===== config.mk =====
export PLATFORM = sky130hd
export DESIGN_NAME = ha_or_ripple_unit
export DESIGN_NICKNAME = d
export VERILOG_FILES = /design/src/rtl/ha_or_ripple_unit.sv
export SDC_FILE = /design/constraint.sdc
export NUM_CORES = 1
export LEC_CHECK = 0
export ABC_AREA = 1
export ABC_CLOCK_PERIOD_IN_PS = 800
export BUFFER_PORTS_ARGS = -buffer_cell sky130_fd_sc_hd__buf_2
export CORE_MARGIN = 4
export CORE_UTILIZATION = 53
export DETAILED_ROUTE_END_ITERATION = 6
export HOLD_SLACK_MARGIN = 0.02
export PLACE_DENSITY = 0.8
export SYNTH_ARGS = -nofsm -noshare
export SYNTH_HDL_FRONTEND = slang
export SYNTH_SLANG_ARGS = --single-unit

===== constraint.sdc =====
create_clock -name clk -period 0.8 [get_ports clk]
set_input_delay 0 -clock clk [delete_from_list [all_inputs] [get_ports clk]]
set_output_delay 0 -clock clk [all_outputs]
set_load 0.01 [all_outputs]

===== src/rtl/ha_or_ripple_unit.sv =====
// Registered N-bit ALU built from half-adder and OR cells: ADD, HADD, OR, INC.
// Each ADD slice is HA(a,b) -> HA(t1,c) -> OR(t2,t3) into the next carry.
module ha_or_ripple_unit #(
  parameter int WIDTH = 8
) (
  input  logic             clk,
  input  logic             rst_n,
  input  logic             in_valid,
  input  logic [1:0]       op,
  input  logic [WIDTH-1:0] a,
  input  logic [WIDTH-1:0] b,
  input  logic             ci,
  output logic             out_valid,
  output logic [WIDTH-1:0] s,
  output logic             co
);

  typedef enum logic [1:0] {
    OP_ADD  = 2'b00,
    OP_HADD = 2'b01,
    OP_OR   = 2'b10,
    OP_INC  = 2'b11
  } op_e;

  // Returns {carry, sum}.
  function automatic logic [1:0] ha(input logic x, input logic y);
    return {x & y, x ^ y};
  endfunction

  function automatic logic or2(input logic x, input logic y);
    return x | y;
  endfunction

  logic [WIDTH-1:0] s_add, s_hadd, s_or, s_inc;
  logic             c_add, c_inc, hc_any;
  logic             t1, t2, t3;

  logic [WIDTH-1:0] s_d, s_q;
  logic             co_d, co_q;
  logic             valid_d, valid_q;

  always_comb begin
    s_add  = '0;
    s_hadd = '0;
    s_or   = '0;
    s_inc  = '0;
    c_add  = ci;
    c_inc  = ci;
    hc_any = 1'b0;
    t1     = 1'b0;
    t2     = 1'b0;
    t3     = 1'b0;
    for (int i = 0; i < WIDTH; i++) begin
      {t2, t1}               = ha(a[i], b[i]);
      {t3, s_add[i]}         = ha(t1, c_add);
      c_add                  = or2(t2, t3);
      s_hadd[i]              = t1;
      hc_any                 = or2(hc_any, t2);
      s_or[i]                = or2(a[i], b[i]);
      {c_inc, s_inc[i]}      = ha(a[i], c_inc);
    end
  end

  always_comb begin
    s_d     = s_q;
    co_d    = co_q;
    valid_d = in_valid;
    if (in_valid) begin
      case (op_e'(op))
        OP_ADD:  begin s_d = s_add;  co_d = c_add;  end
        OP_HADD: begin s_d = s_hadd; co_d = hc_any; end
        OP_OR:   begin s_d = s_or;   co_d = 1'b0;   end
        default: begin s_d = s_inc;  co_d = c_inc;  end
      endcase
    end
  end

  always_ff @(posedge clk or negedge rst_n) begin
    if (!rst_n) begin
      s_q     <= '0;
      co_q    <= 1'b0;
      valid_q <= 1'b0;
    end else begin
      s_q     <= s_d;
      co_q    <= co_d;
      valid_q <= valid_d;
    end
  end

  assign s         = s_q;
  assign co        = co_q;
  assign out_valid = valid_q;

endmodule


==> flow_metrics.env, run 1 <==
export IMPL_grt_max_degree=14
export IMPL_wl_met2_mm=1.728
export IMPL_drv_cap=0
export IMPL_hold_class="primary input to register"
export IMPL_cts_inserted_buffers=3
export IMPL_synth_area_sq_mm=0.001229
export IMPL_endpoint_kind="register"
export IMPL_highest_layer="met4"
export IMPL_routedWlPerCell_um=13.72
export IMPL_grt_antenna_before_repair=0
export IMPL_path_clk_slew_ns=0.06
export IMPL_detail_route_antenna_nets=0
export IMPL_die_h_um=56.15
export IMPL_route_detailed_drc=0
export IMPL_powerDensity_mw_per_mm2=1032
export IMPL_gr_total_overflow=0
export IMPL_setup_viol=8
export IMPL_portBuffers=31
export IMPL_drtPass1Iterations=4
export IMPL_grt_pass1_vias=1355
export IMPL_clock_path_buffers=2
export IMPL_grt_pass1_wl_mm=5.927
export IMPL_synthXorXnorAreaFrac_pct=0
export IMPL_dp_hpwl_mm=2.644
export IMPL_synth_top_family_by_area="adder cells"
export IMPL_worstSkewPairLatency_ns=0.26
export IMPL_p_leak_nw=1.026
export IMPL_slew_viol_final=0
export IMPL_synth_compound_area_share_pct=8.859
export IMPL_start_util_pct=55.54
export IMPL_ys_ff_latch=10
export IMPL_yosysSeqAreaShare_pct=20.37
export IMPL_fillers=135
export IMPL_status="complete, but fails checks"
export IMPL_finalHoldViolCount=0
export IMPL_gp_congestion=0.9183
export IMPL_cp_max_fo=3
export IMPL_synthCells=160
export IMPL_drt_iter0_markers=52
export IMPL_fin_cells=256
export IMPL_drive_above_1_share_pct=43.86
export IMPL_drt_total_wl_mm=3.512
export IMPL_synth_cell_types=20
export IMPL_worst_pin_slew_ns=0.2545
export IMPL_yosys_area_share_simple_pct=25.76
export IMPL_cts_root_buf="clkbuf_4"
export IMPL_die_area_sq_mm=0.003153
export IMPL_nets=282
export IMPL_io_pins=32
export IMPL_die_w_um=56.15
export IMPL_min_period_over_period_pct=368.1
export IMPL_synth_adder_area_share_pct=34.22
export IMPL_fmaxAchievable_ghz=0.3395
export IMPL_multi_input_area_sq_um=923.4
export IMPL_seq_area_sq_um=250.2
export IMPL_max_slew_margin_pct=82.85
export IMPL_worstPathArrival_ns=3.10
export IMPL_htreeDepth=1
export IMPL_rsz0062_at_grt="true"
export IMPL_cts_num_sinks=10
export IMPL_start_kind="primary input"
export IMPL_cts_tree="built"
export IMPL_synthMuxAreaShare_pct=0
export IMPL_coreArea_sq_mm=0.002212
export IMPL_fin_ws_ns=-2.145
export IMPL_violations="setup timing"
export IMPL_yosysWarningCount=0
export IMPL_m1WireLength_mm=1.383
export IMPL_worstPathRequired_ns=0.95
export IMPL_final_util_pct=82.98
export IMPL_grt_usage_pct=23.65
export IMPL_num_vias=1322
export IMPL_ir_drop_mv=0.7645
export IMPL_route_met3_wl_um=245
export IMPL_dpl_cell_count=244
export IMPL_worstSetupPathType="primary input to register"
export IMPL_rows=17
export IMPL_areaGrowthSynthToFinish_pct=49.39
export IMPL_n_antenna_cell=0
export IMPL_fin_crit_ns=2.945
export IMPL_detail_route_vias_per_cell=5.164
export IMPL_clock_skew_ns=0
export IMPL_dp_slack_ns=-2.552
export IMPL_syn_area_per_cell_sq_um=7.679
export IMPL_finalPower_mw=1.894
export IMPL_synth_net_count=212
-- cell usage after synthesis --
cell | instances | share of area [%]
nor2_1 | 23 | 7.0
nor3_1 | 3 | 1.2
buf_2 | 1 | 0.41
nand3_2 | 3 | 2.4
nand3_1 | 3 | 1.2
nand2_1 | 28 | 8.6
buf_6 | 2 | 1.8
o21ai_0 | 3 | 1.2
o21ai_1 | 14 | 5.7
ha_1 | 24 | 24
fa_1 | 6 | 9.8
inv_1 | 26 | 7.9
nand2_2 | 3 | 1.5
a21oi_2 | 1 | 0.71
or2_1 | 2 | 1.0
a21oi_1 | 3 | 1.2
nand2_4 | 2 | 1.8
dfrtp_1 | 10 | 20
nor2_4 | 1 | 0.92
inv_2 | 2 | 0.61
-- timing repair --
item	4_1_cts	5_1_grt
gates resized for setup	15	2
setup buffers	0	7
hold buffers	2	0
endpoints found under the hold margin	11	0
setup endpoints to repair	8	16
pin swaps	7	5
-- path summary, 6_finish.rpt --
check,startpoint,to,slack [ns],cells past startpoint
max reg2reg,s[4],s[4],0.05,3
max,a[0],s[7],-2.15,16
min in group asynchronous,rst_n,s[5],0.13,2
min,in_valid,s[1],0.12,3
max in group asynchronous,rst_n,out_valid,0.49,2
min reg2reg,s[7],s[7],0.50,2
-- report_power, final --
group	internal, mW	switching (mW)	leakage (nW)
Clock	0.172	0.148	0.0138
Combinational	0.483	0.492	0.894
Sequential	0.571	0.0282	0.118
-- per-stage QoR --
stage	setup TNS [ns]	hold WS [ns]	cell area [sq um]
2_1_floorplan	-11.39	-0.2956	1275
3_3_place_gp	-13.82	-0.1402	1673
3_5_place_dp	-14.36	-0.1336	1673
4_1_cts	-10.89	0.1092	1773
5_1_grt	-11.41	0.1200	1836
6_report	-11.08	0.1231	1836
-- state kept, by name (all words and copies together), names as in the netlist --
register   count
out_valid      1
s              8
co             1
-- cell families (layout without fill, tap and decap cells) --
logic type      count (synthesis)  after routing
simple gates                   68             68
flops                          10             10
buf+inv                        31             99
fa+ha+maj                      30             30
compound gates                 21             21
-- cell usage in the layout (no fill, tap or decap), drive strengths merged --
cell / instances
a21oi: 4
fa: 6
nor3: 3
inv: 28
o21ai: 17
buf: 66
ha: 24
nand3: 6
dlygate4sd3: 2
nand2: 33
nor2: 24
or2: 2
dfrtp: 10
clkbuf: 3
-- per-layer routing --
layer	vias to the layer above	GRT usage, %
li1	637	-
met1	606	27.13
met2	64	39.90
met3	15	4.176
met4	0	15.25
met5	-	0
-- area by class of cell --
class | count | area share [%]
clock buffers | 3 | 1.227
multi-input cells | 119 | 50.31
repair buffers | 68 | 26.38
flip-flops and latches | 10 | 13.63
well taps | 28 | 1.909
inverters | 28 | 6.544
-- worst max-delay path, cell delays in order --
cell	delay (ns)
buf_12	0.10
inv_12	0.03
ha_4	0.27
a21oi_4	0.05
fa_2	0.34
fa_2	0.34
fa_2	0.35
fa_2	0.35
fa_2	0.36
fa_2	0.35
inv_2	0.07
ha_4	0.19
nand2_2	0.07
nand2_2	0.06
nor3_2	0.10
nor2_1	0.05
(Power assumes the default switching activity.)
==> run 2: changes to the inputs <==
==> constraint.sdc (replaced) <==
create_clock -name clk -period 0.8 [get_ports clk]
set_input_delay 0 -clock clk [delete_from_list [all_inputs] [get_ports clk]]
set_output_delay 0 -clock clk [all_outputs]
set_load 0.005 [all_outputs]
==> flow_metrics.env, run 2 (synthesis gave the netlist of run 1 again) <==
export IMPL_status="complete, but fails checks"
export IMPL_violations="setup timing"
export IMPL_fin_cells=249
export IMPL_nets=275
export IMPL_grt_pass1_vias=1355
export IMPL_detail_route_vias_per_cell=5.165
export IMPL_fin_crit_ns=2.944
export IMPL_die_area_sq_mm=0.003153
export IMPL_final_util_pct=80.60
export IMPL_num_vias=1286
export IMPL_clock_skew_ns=0
export IMPL_p_leak_nw=0.9921
export IMPL_start_util_pct=55.54
export IMPL_coreArea_sq_mm=0.002212
export IMPL_cp_max_fo=3
export IMPL_hold_class="primary input to async pin"
export IMPL_die_h_um=56.15
export IMPL_grt_pass1_wl_mm=5.927
export IMPL_ir_drop_mv=0.7507
export IMPL_drt_total_wl_mm=3.444
export IMPL_htreeDepth=1
export IMPL_finalHoldViolCount=0
export IMPL_reg2reg_slack_ns=0.17
export IMPL_setup_viol=8
export IMPL_worstSkewPairLatency_ns=0.26
export IMPL_cts_num_sinks=10
export IMPL_detail_route_antenna_nets=0
export IMPL_min_period_over_period_pct=368.0
export IMPL_clock_path_buffers=2
export IMPL_rows=17
export IMPL_portBuffers=31
export IMPL_finalSetupTns_ns=-11.07
export IMPL_worstPathArrival_ns=3.09
export IMPL_final_common_cell="buf_2"
export IMPL_drive_above_1_share_pct=42.08
export IMPL_worstPathRequired_ns=0.95
export IMPL_routedWlPerCell_um=13.83
export IMPL_slew_viol_final=0
export IMPL_max_slew_margin_pct=82.73
export IMPL_gr_total_overflow=0
export IMPL_die_w_um=56.15
export IMPL_rsz0062_at_grt="true"
export IMPL_post_cts_setup_buffers=0
export IMPL_start_kind="primary input"
export IMPL_cts_tree="built"
export IMPL_drv_cap=0
export IMPL_largest_reg_flops=8
export IMPL_drtPass1Iterations=4
export IMPL_areaGrowthSynthToFinish_pct=45.11
export IMPL_grt_antenna_before_repair=0
export IMPL_fin_ws_ns=-2.144
export IMPL_powerDensity_mw_per_mm2=1008
export IMPL_fmaxAchievable_ghz=0.3397
export IMPL_cts_inserted_buffers=3
export IMPL_grt_max_degree=14
export IMPL_drt_iter0_markers=47
export IMPL_final_cell_mix="buf_2, nand2_1, buf_4"
export IMPL_grt_usage_pct=23.65
export IMPL_rr_worst_depth=2
export IMPL_gp_congestion=0.9183
export IMPL_path_clk_slew_ns=0.06
export IMPL_worst_pin_slew_ns=0.2564
export IMPL_reg2reg_from="s[0]"
export IMPL_postPlaceCellArea_sq_mm=0.001673
export IMPL_worstSetupPathType="primary input to register"
export IMPL_io_pins=32
export IMPL_n_antenna_cell=0
export IMPL_route_detailed_drc=0
export IMPL_cts_root_buf="clkbuf_4"
export IMPL_dpl_cell_count=244
export IMPL_r2r_end="s[0]"
export IMPL_dp_hpwl_mm=2.644
export IMPL_design_area_sq_mm=0.001783
export IMPL_endpoint_kind="register"
-- run 2: routing by layer --
layer	wire length, um	global-route usage (%)	up-vias
met5	0	0	-
met4	142	15.25	0
met3	267	4.176	12
met2	1678	39.90	66
met1	1354	27.13	585
li1	-	-	623
-- run 2: final cells by class --
type	count	area (sq um)
Clock buffer	3	22.52
Tap cell	28	35.03
Timing Repair Buffer	61	431.7
Fill cell	144	429.2
Sequential cell	10	250.2
Multi-Input combinational cell	119	923.4
Inverter	28	120.1
-- run 2: how the worst max path moves through the flow --
stage / startpoint / slack, ns / end / cells past startpoint
finish: a[0] / -2.14 / s[7] / 16
floorplan: a[0] / -2.18 / s[7] / 15
global route: a[0] / -2.19 / s[7] / 16
global placement: a[0] / -2.46 / s[7] / 16
CTS: a[0] / -2.11 / s[7] / 16
detailed placement: a[0] / -2.55 / s[7] / 16
-- run 2: repair_timing --
item	CTS	global route
gates resized for setup	15	2
hold buffers	2	0
hold endpoints to repair	11	0
pin swaps	7	5
endpoints found under the setup margin	8	9
-- run 2: per-stage QoR --
stage	total power [mW]	worst slack [ns]	hold WS, ns
after floorplan	1.018	-2.182	-0.2956
after global placement	1.352	-2.458	-0.1402
after detailed placement	1.398	-2.552	-0.1336
after CTS	1.781	-2.106	0.1092
after global routing	1.949	-2.188	0.1202
final	1.797	-2.144	0.1234
-- run 2: report_power, final --
part	internal, mW	switching (mW)
logic	0.426	0.448
clock network	0.172	0.149
registers	0.571	0.0303
total	1.17	0.627
-- run 2: critical path: stages --
cell     delay, ns
buf_12        0.10
inv_12        0.03
ha_4          0.27
a21oi_4       0.05
fa_2          0.34
fa_2          0.34
fa_2          0.35
fa_2          0.35
fa_2          0.36
fa_2          0.35
inv_2         0.07
ha_4          0.19
nand2_2       0.07
nand2_2       0.06
nor3_2        0.10
nor2_1        0.05
==> run 3: changes to the inputs <==
CELL_PAD_IN_SITES_DETAIL_PLACEMENT = 1   (was not set)
CELL_PAD_IN_SITES_GLOBAL_PLACEMENT = 1   (was not set)
CORE_UTILIZATION = 38   (was 53)
PLACE_DENSITY = not set   (was 0.8)
PLACE_DENSITY_LB_ADDON = 0.1   (was not set)
SETUP_SLACK_MARGIN = 0.3   (was not set)
==> flow_metrics.env, run 3 (synthesis gave the netlist of run 1 again) <==
export IMPL_status="complete, but fails checks"
export IMPL_violations="setup timing"
export IMPL_rr_worst_depth=3
export IMPL_largest_reg_flops=8
export IMPL_crit_end="s[7]"
export IMPL_detail_route_antenna_nets=0
export IMPL_worstSkewPairLatency_ns=0.27
export IMPL_fin_cells=270
export IMPL_grt_pass1_vias=1463
export IMPL_cts_inserted_buffers=3
export IMPL_portBuffers=31
export IMPL_routedWlPerCell_um=14.83
export IMPL_gp_congestion=0.7990
export IMPL_worstSetupPathType="primary input to register"
export IMPL_htreeDepth=1
export IMPL_grt_max_degree=12
export IMPL_ir_drop_mv=0.3918
export IMPL_worst_pin_slew_ns=0.2674
export IMPL_slew_viol_final=0
export IMPL_setup_viol=8
export IMPL_clock_skew_ns=0
export IMPL_worstPathRequired_ns=0.96
export IMPL_worstPathArrival_ns=3.07
export IMPL_hold_class="primary input to async pin"
export IMPL_die_w_um=64.86
export IMPL_dp_hpwl_mm=3.198
export IMPL_max_slew_margin_pct=82.15
export IMPL_start_kind="primary input"
export IMPL_reg2reg_slack_ns=0.04
export IMPL_fin_ws_ns=-2.111
export IMPL_grt_pass1_wl_mm=6.624
export IMPL_path_clk_slew_ns=0.07
export IMPL_critPathLaunch="a[0]"
export IMPL_finalHoldViolCount=0
export IMPL_multi_input_area_sq_um=929.6
export IMPL_die_area_sq_mm=0.004207
export IMPL_final_cell_mix="buf_4, buf_2, nand2_1"
export IMPL_drt_total_wl_mm=4.004
export IMPL_finalSetupTns_ns=-10.90
export IMPL_r2r_end="s[7]"
export IMPL_powerDensity_mw_per_mm2=1037
export IMPL_rows=20
export IMPL_seq_area_sq_um=250.2
export IMPL_reg2reg_from="s[7]"
export IMPL_cts_tree="built"
export IMPL_start_util_pct=39.92
export IMPL_min_period_over_period_pct=363.9
export IMPL_detail_route_vias_per_cell=4.852
export IMPL_drv_cap=0
export IMPL_cp_max_fo=3
export IMPL_num_vias=1310
export IMPL_n_antenna_cell=0
export IMPL_areaGrowthSynthToFinish_pct=49.39
export IMPL_fillers=397
export IMPL_endpoint_kind="register"
export IMPL_die_h_um=64.86
export IMPL_gr_total_overflow=0
export IMPL_clock_path_buffers=2
export IMPL_grt_usage_pct=20.33
export IMPL_fmaxAchievable_ghz=0.3435
export IMPL_nets=280
export IMPL_dp_slack_ns=-2.505
export IMPL_grt_antenna_before_repair=0
export IMPL_whs_ns=0.1169
export IMPL_route_detailed_drc=0
export IMPL_p_leak_nw=1.010
export IMPL_rsz0062_at_grt="true"
export IMPL_cts_root_buf="clkbuf_4"
export IMPL_coreArea_sq_mm=0.003078
export IMPL_dpl_cell_count=261
export IMPL_drt_iter0_markers=47
export IMPL_drtPass1Iterations=4
export IMPL_fin_crit_ns=2.911
export IMPL_cts_num_sinks=10
export IMPL_final_common_cell="buf_4"
export IMPL_final_util_pct=59.63
export IMPL_io_pins=32
export IMPL_drive_above_1_share_pct=46.02
run 3: power breakdown:
part	internal [mW]	switching, mW	total (mW)
registers	0.570	0.0346	0.605
logic	0.461	0.477	0.938
clock network	0.174	0.186	0.361
total	1.21	0.698	1.90
run 3: layer usage:
metal	wire length, um	up-vias	GRT usage (%)
li1	-	629	-
met3	121	11	1.560
met5	0	-	0
met4	102	0	7.388
met1	1599	633	22.79
met2	2181	37	39.34
run 3: cell type report:
cell class	count	area share, %
clock buffers	3	1.227
well taps	44	2.999
flip-flops and latches	10	13.63
inverters	28	6.544
multi-input cells	119	50.65
repair buffers	66	24.95
run 3: worst min path at each step:
stage          startpoint        end  slack, ns  depth (start not counted)
2_1_floorplan       rst_n         co      -0.30                          0
3_3_place_gp        rst_n         co      -0.13                          1
3_5_place_dp        rst_n       s[4]      -0.12                          1
4_1_cts          in_valid  out_valid       0.11                          2
5_1_grt          in_valid  out_valid       0.12                          2
6_report            rst_n       s[4]       0.12                          2
run 3: metrics by stage:
stage	cell area, sq um	total power, mW
4_1_cts	1792	1.834
3_5_place_dp	1688	1.416
3_3_place_gp	1688	1.367
6_report	1836	1.903
2_1_floorplan	1275	1.018
5_1_grt	1836	2.061
run 3: critical path, cell delays in order:
cell and delay [ns]:
buf_12 0.10, inv_12 0.03, ha_4 0.26, a21oi_2 0.05
fa_2 0.33, fa_2 0.34, fa_2 0.35, fa_2 0.35
fa_2 0.35, fa_2 0.36, inv_2 0.08, ha_4 0.19
nand2_2 0.06, nand2_2 0.06, nor3_2 0.10, nor2_1 0.05
run 3: what timing repair did:
item	CTS	global route
gates resized for setup	14	9
buffers inserted	3	2
hold buffers	1	0
setup endpoints to repair	19	19
pin swaps	6	7
endpoints found under the hold margin	10	0
